File: src/rtl/lab2_leds.sv
// Registered 4+4-bit unsigned adder driving the 5-LED bar.
// Define LEDS_SYNC_EN to pass both switch banks through 2-flop synchronizers.
module lab2_leds (
  input  logic       clk,
  input  logic       reset,
  input  logic [3:0] switch1,
  input  logic [3:0] switch2,
  output logic [4:0] leds
);

  logic [3:0] opa_s;
  logic [3:0] opb_s;
  logic [4:0] sum_s;

`ifdef LEDS_SYNC_EN
  logic [3:0] a_meta_r;
  logic [3:0] a_sync_r;
  logic [3:0] b_meta_r;
  logic [3:0] b_sync_r;

  // Two-stage synchronizers for the asynchronous DIP-switch banks
  always_ff @(posedge clk or negedge reset) begin
    if (!reset) begin
      a_meta_r <= 4'h0;
      a_sync_r <= 4'h0;
      b_meta_r <= 4'h0;
      b_sync_r <= 4'h0;
    end else begin
      a_meta_r <= switch1;
      a_sync_r <= a_meta_r;
      b_meta_r <= switch2;
      b_sync_r <= b_meta_r;
    end
  end

  assign opa_s = a_sync_r;
  assign opb_s = b_sync_r;
`else
  assign opa_s = switch1;
  assign opb_s = switch2;
`endif

  // Zero-extended add: 15+15 = 30 always fits in 5 bits
  assign sum_s = {1'b0, opa_s} + {1'b0, opb_s};

  // Output register so the LED pins are driven only by flops
  always_ff @(posedge clk or negedge reset) begin
    if (!reset) begin
      leds <= 5'b00000;
    end else begin
      leds <= sum_s;
    end
  end

endmodule

File: config.mk
export PLATFORM = sky130hd
export DESIGN_NAME = lab2_leds
export DESIGN_NICKNAME = d
export VERILOG_FILES = /design/src/rtl/lab2_leds.sv
export SDC_FILE = /design/constraint.sdc
export NUM_CORES = 1
export LEC_CHECK = 0
export ABC_AREA = 1
export ABC_CLOCK_PERIOD_IN_PS = 800
export CORE_AREA = 3 3 40 42
export DETAILED_ROUTE_END_ITERATION = 16
export DIE_AREA = 0 0 43 45
export PLACE_DENSITY = 0.52
export SLEW_MARGIN = 30
export SYNTH_ARGS = -nofsm -noshare
export SYNTH_HDL_FRONTEND = slang
export SYNTH_SLANG_ARGS = --single-unit
File: constraint.sdc
create_clock -name clk -period 0.8 [get_ports clk]
set_input_delay 0.2 -clock clk [delete_from_list [all_inputs] [get_ports clk]]
set_output_delay 0.2 -clock clk [all_outputs]
set_load 0.02 [all_outputs]
==> results of run 1 <==
synth_stat cells:
master   n
dfrtp_1  5
nand2_1  5
inv_1    7
xnor2_1  1
a21oi_1  2
nand3_1  3
fa_1     1
nor2_1   1
o21ai_0  1
ha_1     4
per-stage QoR:
stage	TNS [ns]	area [µm²]	hold WS [ns]	total power, µW
after floorplan	-0.3884	310.3	-0.09559	439.6
after global placement	-4.311	484.2	0.4329	586.0
after detailed placement	-4.391	484.2	0.4320	590.8
after CTS	-0.7013	543.0	0.1751	902.3
after global routing	-0.8108	539.3	0.1789	937.9
final	-0.6639	539.3	0.1771	896.5
layout make-up:
cell class	instances	area, µm²	area share [%]
clock buffers	4	26.28	4.872
inverters	7	26.28	4.872
multi-input cells	18	195.2	36.19
flip-flops and latches	5	125.1	23.20
well taps	15	18.77	3.480
repair buffers	16	147.6	27.38
logic make-up after synthesis:
logic type	count (synthesis)	share of synthesized area [%]
simple gates	9	13.27
buf+inv	7	9.294
fa+ha+maj	5	24.78
flops	5	44.25
compound gates	3	5.308
xor+xnor	1	3.098
metal layers:
| metal | vias up | wire length [µm] | track usage, % | share of wire [%] |
|---|---|---|---|---|
| li1 | 133 | - | - | - |
| met1 | 109 | 217 | 7.125 | 38 |
| met2 | 8 | 309 | 9.281 | 55 |
| met3 | 0 | 37 | 0.3984 | 6.6 |
| met4 | 0 | 0 | 7.229 | 0 |
| met5 | - | 0 | 0 | 0 |
how the worst min path moves through the flow:
stage,depth (start not counted),end,startpoint,slack [ns]
after floorplan,0,leds[0]$_DFF_PN0_,reset,-0.1
after global placement,1,leds[2]$_DFF_PN0_,reset,0.43
after detailed placement,1,leds[1]$_DFF_PN0_,reset,0.43
after CTS,1,leds[1]$_DFF_PN0_,reset,0.18
after global routing,2,leds[0]$_DFF_PN0_,switch2[0],0.18
final,1,leds[0]$_DFF_PN0_,reset,0.18
repair_timing:
item                                    in CTS  in global routing
resized for setup                           59                  8
setup buffers                                1                  0
pin swaps                                    4                  8
endpoints found under the setup margin       9                  9
power groups by stage:
stage | Sequential (µW) | Clock (µW) | Combinational (µW)
final | 305 | 278 | 314
after global routing | 310 | 288 | 339
after CTS | 306 | 286 | 310
after detailed placement | 301 | 0 | 289
after global placement | 300 | 0 | 286
after floorplan | 349 | 0 | 90.3
==> flow_metrics.py, run 1 <==
metrics = {
    "critical_path": {
        "crit_fanout": 1,
        "chain_of_cells_forming_the_critical_path": "buf_6",
        "worstSetupStartpoint": "leds[0]$_DFF_PN0_",
        "critical_path_arrival_ns": 0.74,
        "crit_path_buf_inv_count": 1,
        "cp-endpoint": "leds[0]",
        "critical-path-max-stage-delay_ns": 0.37,
        "critPathLaunchType": "register",
        "gate_family_responsible_for_the_most_delay_along_the_worst_path": "flip-flops",
        "crit_path_end_kind": "output port",
        "path_type_of_the_worst_setup_path": "register to output port",
        "critical_path_depth": 1,
        "cp_slowest_cell": "dfrtp_1",
        "worst-endpoint-required_ns": 0.60,
    },
    "synthesis": {
        "yosys_register_bits": 5,
        "synthTopCellsByArea": "dfrtp_1 (44%), ha_1 (18%), inv_1 (9.3%)",
        "yosys_warnings": 0,
        "sequential_to_total_area_share_from_yosys_stat_pct": 44.25,
        "synth.lib_cells_used.distinct": 10,
        "avgSynthCellArea_um2": 9.426,
        "yosys.area.top_type_share_pct": 44.25,
        "synth_largest_area_cell": "dfrtp_1",
        "synth_cells": 30,
        "syn_nets": 45,
        "synthesis.area_um2": 282.8,
    },
    "hold_path": {
        "hp-class": "input port to async pin",
    },
    "outcome": {
        "run_status": "complete, but fails checks",
        "violations_in_the_final_reports": "negative setup slack",
    },
    "timing": {
        "fmaxAchievable_ghz": 1.069,
        "timing_max_transition_violations_final": 0,
        "post-route-period-util_pct": 116.9,
        "grt_setup_unrepaired": "true",
        "setup_violations": 6,
        "timing_worst_slew_pin_value_ns": 0.2141,
        "final_worst_slack_ns": -0.1355,
        "finalHoldViolCount": 0,
        "timing.max_slew.rel_slack_pct": 85.68,
        "post-route-min-period_ns": 0.9355,
    },
    "layout": {
        "filler_cell_count": 136,
        "layout.cells.most_common": "buf_6",
        "largest_reg_flops": 5,
        "drive_gt1_share_pct": 56.00,
        "area_delta_synth_final_pct": 90.71,
        "layout.nets": 66,
        "largest-register": "leds",
        "utilization_pct": 41.97,
        "num_antenna_cells": 0,
        "finalNonFillerCells": 65,
        "mostFrequentLayoutCells": "buf_6 (6), dfrtp_1 (5), inv_2 (4), nand2_1 (4), ha_4 (4)",
        "reg_top3": "leds: 5 flops",
    },
    "clocking": {
        "tritoncts": "yes",
        "numCtsBuffers": 3,
        "htreeDepth": 1,
        "cts_max_path_buffers": 2,
        "cts_root_buffer": "clkbuf_4",
        "clk_pin_slew_worst_paths_ns": 0.04,
        "cts_hold_buf": 0,
        "cts_num_sinks": 5,
    },
    "power_and_ir_drop": {
        "static-leakage-power_uw": 0.0002514,
        "power.density_cell_area_mw_per_mm2": 1662,
        "clockPowerShare_pct": 31.0,
        "p_int_uw": 649.3,
        "p_comb_share_pct": 35.0,
        "irDropWorstVdd_mv": 0.5134,
        "power.share.switching_pct": 27.57,
        "netSwitchingPower_uw": 247.2,
        "p_seq_share_pct": 34.0,
    },
    "floorplanning": {
        "top_level_ports": 15,
        "die_width_um": 43,
        "floorplan.core_area_mm2": 0.001285,
        "die_boundary_height_um": 45,
        "rows": 13,
        "initial_utilization_pct": 22.01,
        "design.die.area_mm2": 0.001935,
    },
    "route": {
        "drtIter0Drc": 1,
        "postRouteAntennaNets": 0,
        "routed_wl_um": 564,
        "avgViaCountPerCell": 3.846,
        "average_wire_length_per_cell_after_detail_routing_um": 8.677,
        "detailroute.via_count": 250,
        "drt-pass1-iter-count": 2,
        "remaining_drc_errors": 0,
    },
    "placement": {
        "post-place-ws_ns": -0.7446,
        "hpwl_um": 460,
        "place.gp.congestion": 0.7315,
        "numPlacedInstances": 61,
        "port_buffers": 14,
    },
    "global_routing": {
        "gr-usage-all-layers_pct": 6.119,
        "grt_start_max_net_pins": 6,
        "grt_first_pass_wirelength_um": 862,
        "first_global_vias": 242,
        "antenna_violations_before_repair": 0,
        "gr-total-overflow": 0,
    },
    "run": {
        "maxCapViolations": 0,
    },
}
No activity file was read; power rests on OpenSTA's default activity.
==> run 2, diff against run 1 <==
Settings changed: CORE_AREA 3 3 40 42 to 2 2 39 41, DIE_AREA 0 0 43 45 to 0 0 41 43.
==> run 2 against run 1 <==
Net effect:
- global-route usage up 1.7 points
- core utilization down 2.7 points
- final area up 0.70%
- the flow still finishes with violations (negative setup slack)
- highest routed layer unchanged
- critical path depth unchanged
- cell count up 4.6%
==> flow_metrics.py, run 2 (same netlist as run 1, synthesis figures left out) <==
metrics = {
    "placement": {
        "numPlacedInstances": 63,
        "hpwl_um": 442.8,
        "post-place-ws_ns": -0.7463,
        "port_buffers": 14,
        "place.gp.congestion": 0.7347,
    },
    "floorplanning": {
        "die_boundary_height_um": 43,
        "design.die.area_mm2": 0.001763,
        "floorplan.core_area_mm2": 0.001384,
        "die_width_um": 41,
        "rows": 14,
        "initial_utilization_pct": 20.43,
        "top_level_ports": 15,
    },
    "route": {
        "average_wire_length_per_cell_after_detail_routing_um": 8.103,
        "postRouteAntennaNets": 0,
        "avgViaCountPerCell": 3.926,
        "remaining_drc_errors": 0,
        "detailroute.via_count": 267,
        "drt-pass1-iter-count": 3,
        "routed_wl_um": 551,
        "met3_wirelength_um": 63,
        "drt-met1-wl_um": 218,
        "drtIter0Drc": 2,
        "top_signal_layer_used": "met3",
        "met2WireLength_um": 269,
    },
    "layout": {
        "finalNonFillerCells": 68,
        "area_delta_synth_final_pct": 92.04,
        "largest-register": "leds",
        "mostFrequentLayoutCells": "buf_6 (7), nand2_1 (5), dfrtp_1 (5)",
        "largest_reg_flops": 5,
        "layout.cells.most_common": "buf_6",
        "reg_top3": "leds: 5 flops",
        "num_antenna_cells": 0,
        "drive_gt1_share_pct": 53.85,
        "layout.nets": 68,
    },
    "timing": {
        "finalHoldViolCount": 0,
        "timing_max_transition_violations_final": 0,
        "totalNegativeSetupSlack_ns": -0.6774,
        "grt_setup_unrepaired": "true",
        "finalHoldWorstSlack_ns": 0.1788,
        "fmaxAchievable_ghz": 1.076,
        "timing_worst_slew_pin_value_ns": 0.2134,
        "post-route-min-period_ns": 0.9293,
        "timing.max_slew.rel_slack_pct": 85.73,
        "post-route-period-util_pct": 116.2,
        "final_worst_slack_ns": -0.1293,
        "setup_violations": 6,
    },
    "critical_path": {
        "critical-path-max-stage-delay_ns": 0.37,
        "crit_fanout": 1,
        "crit_path_buf_inv_count": 1,
        "critical_path_arrival_ns": 0.73,
        "crit_path_end_kind": "output port",
        "worstSetupStartpoint": "leds[1]$_DFF_PN0_",
        "critPathLaunchType": "register",
        "cp_slowest_cell": "dfrtp_1",
        "gate_family_responsible_for_the_most_delay_along_the_worst_path": "flip-flops",
        "chain_of_cells_forming_the_critical_path": "buf_6",
        "worst-endpoint-required_ns": 0.60,
        "path_type_of_the_worst_setup_path": "register to output port",
    },
    "clocking": {
        "clk_pin_slew_worst_paths_ns": 0.04,
        "htreeDepth": 1,
        "cts_max_path_buffers": 2,
        "cts_num_sinks": 5,
        "tritoncts": "yes",
        "numCtsBuffers": 3,
        "cts_root_buffer": "clkbuf_4",
    },
    "global_routing": {
        "first_global_vias": 245,
        "antenna_violations_before_repair": 0,
        "grt_start_max_net_pins": 6,
        "gr-total-overflow": 0,
        "gr-usage-all-layers_pct": 7.863,
        "grt_first_pass_wirelength_um": 883,
    },
    "power_and_ir_drop": {
        "irDropWorstVdd_mv": 0.4441,
        "power.density_cell_area_mw_per_mm2": 1654,
        "static-leakage-power_uw": 0.0002594,
        "power.total_uw": 898.3,
    },
    "run": {
        "maxCapViolations": 0,
    },
    "outcome": {
        "run_status": "complete, but fails checks",
        "violations_in_the_final_reports": "negative setup slack",
    },
    "hold_path": {
        "hp-class": "input port to async pin",
    },
}
run 2: cell count changes in the layout (fill, tap and decap cells not counted), sizes merged:
cell	change
dlygate4sd2	+1
buf	+2
clkdlybuf4s15	-1
run 2: timing repair:
item,in CTS,in global routing
endpoints found under the setup margin,9,9
pin swaps,4,3
buffers inserted,1,0
hold buffers,0,0
cloned,0,0
gates resized for setup,58,5
run 2: routing by layer:
layer | global-route usage, % | up-vias
met5 | 0 | -
met4 | 8.000 | 0
met3 | 3.141 | 0
met2 | 11.56 | 11
met1 | 7.492 | 118
li1 | - | 138
run 2: area by class of cell:
type | count | area, µm²
clock buffers | 4 | 26.28
well taps | 16 | 20.02
inverters | 7 | 26.28
repair buffers | 18 | 157.7
multi-input cells | 18 | 187.7
flip-flops and latches | 5 | 125.1
fillers | 142 | 840.8
run 2: power breakdown:
| part | internal, µW | switching, µW | total, µW |
|---|---|---|---|
| Clock | 188 | 90.6 | 278 |
| Combinational | 175 | 140 | 315 |
| Sequential | 290 | 15.5 | 305 |
run 2: final timing paths:
kind	depth (start not counted)	endpoint
min	1	leds[4]$_DFF_PN0_
min in group clk	2	leds[0]$_DFF_PN0_
max	1	leds[1]
max in group asynchronous	1	leds[0]$_DFF_PN0_
run 2: through the flow:
stage          util (%)  instance area, µm²
2_1_floorplan         -               310.3
3_3_place_gp      35.62               493.0
3_5_place_dp      35.62               493.0
4_1_cts           39.60               548.0
5_1_grt           39.24               543.0
6_report          39.24               543.0
==> run 3, diff against run 2 <==
Settings changed: CTS_CLUSTER_SIZE set to 24.
==> results of run 3 <==
The final DEF is identical to that of run 2; final timing and power are the same.
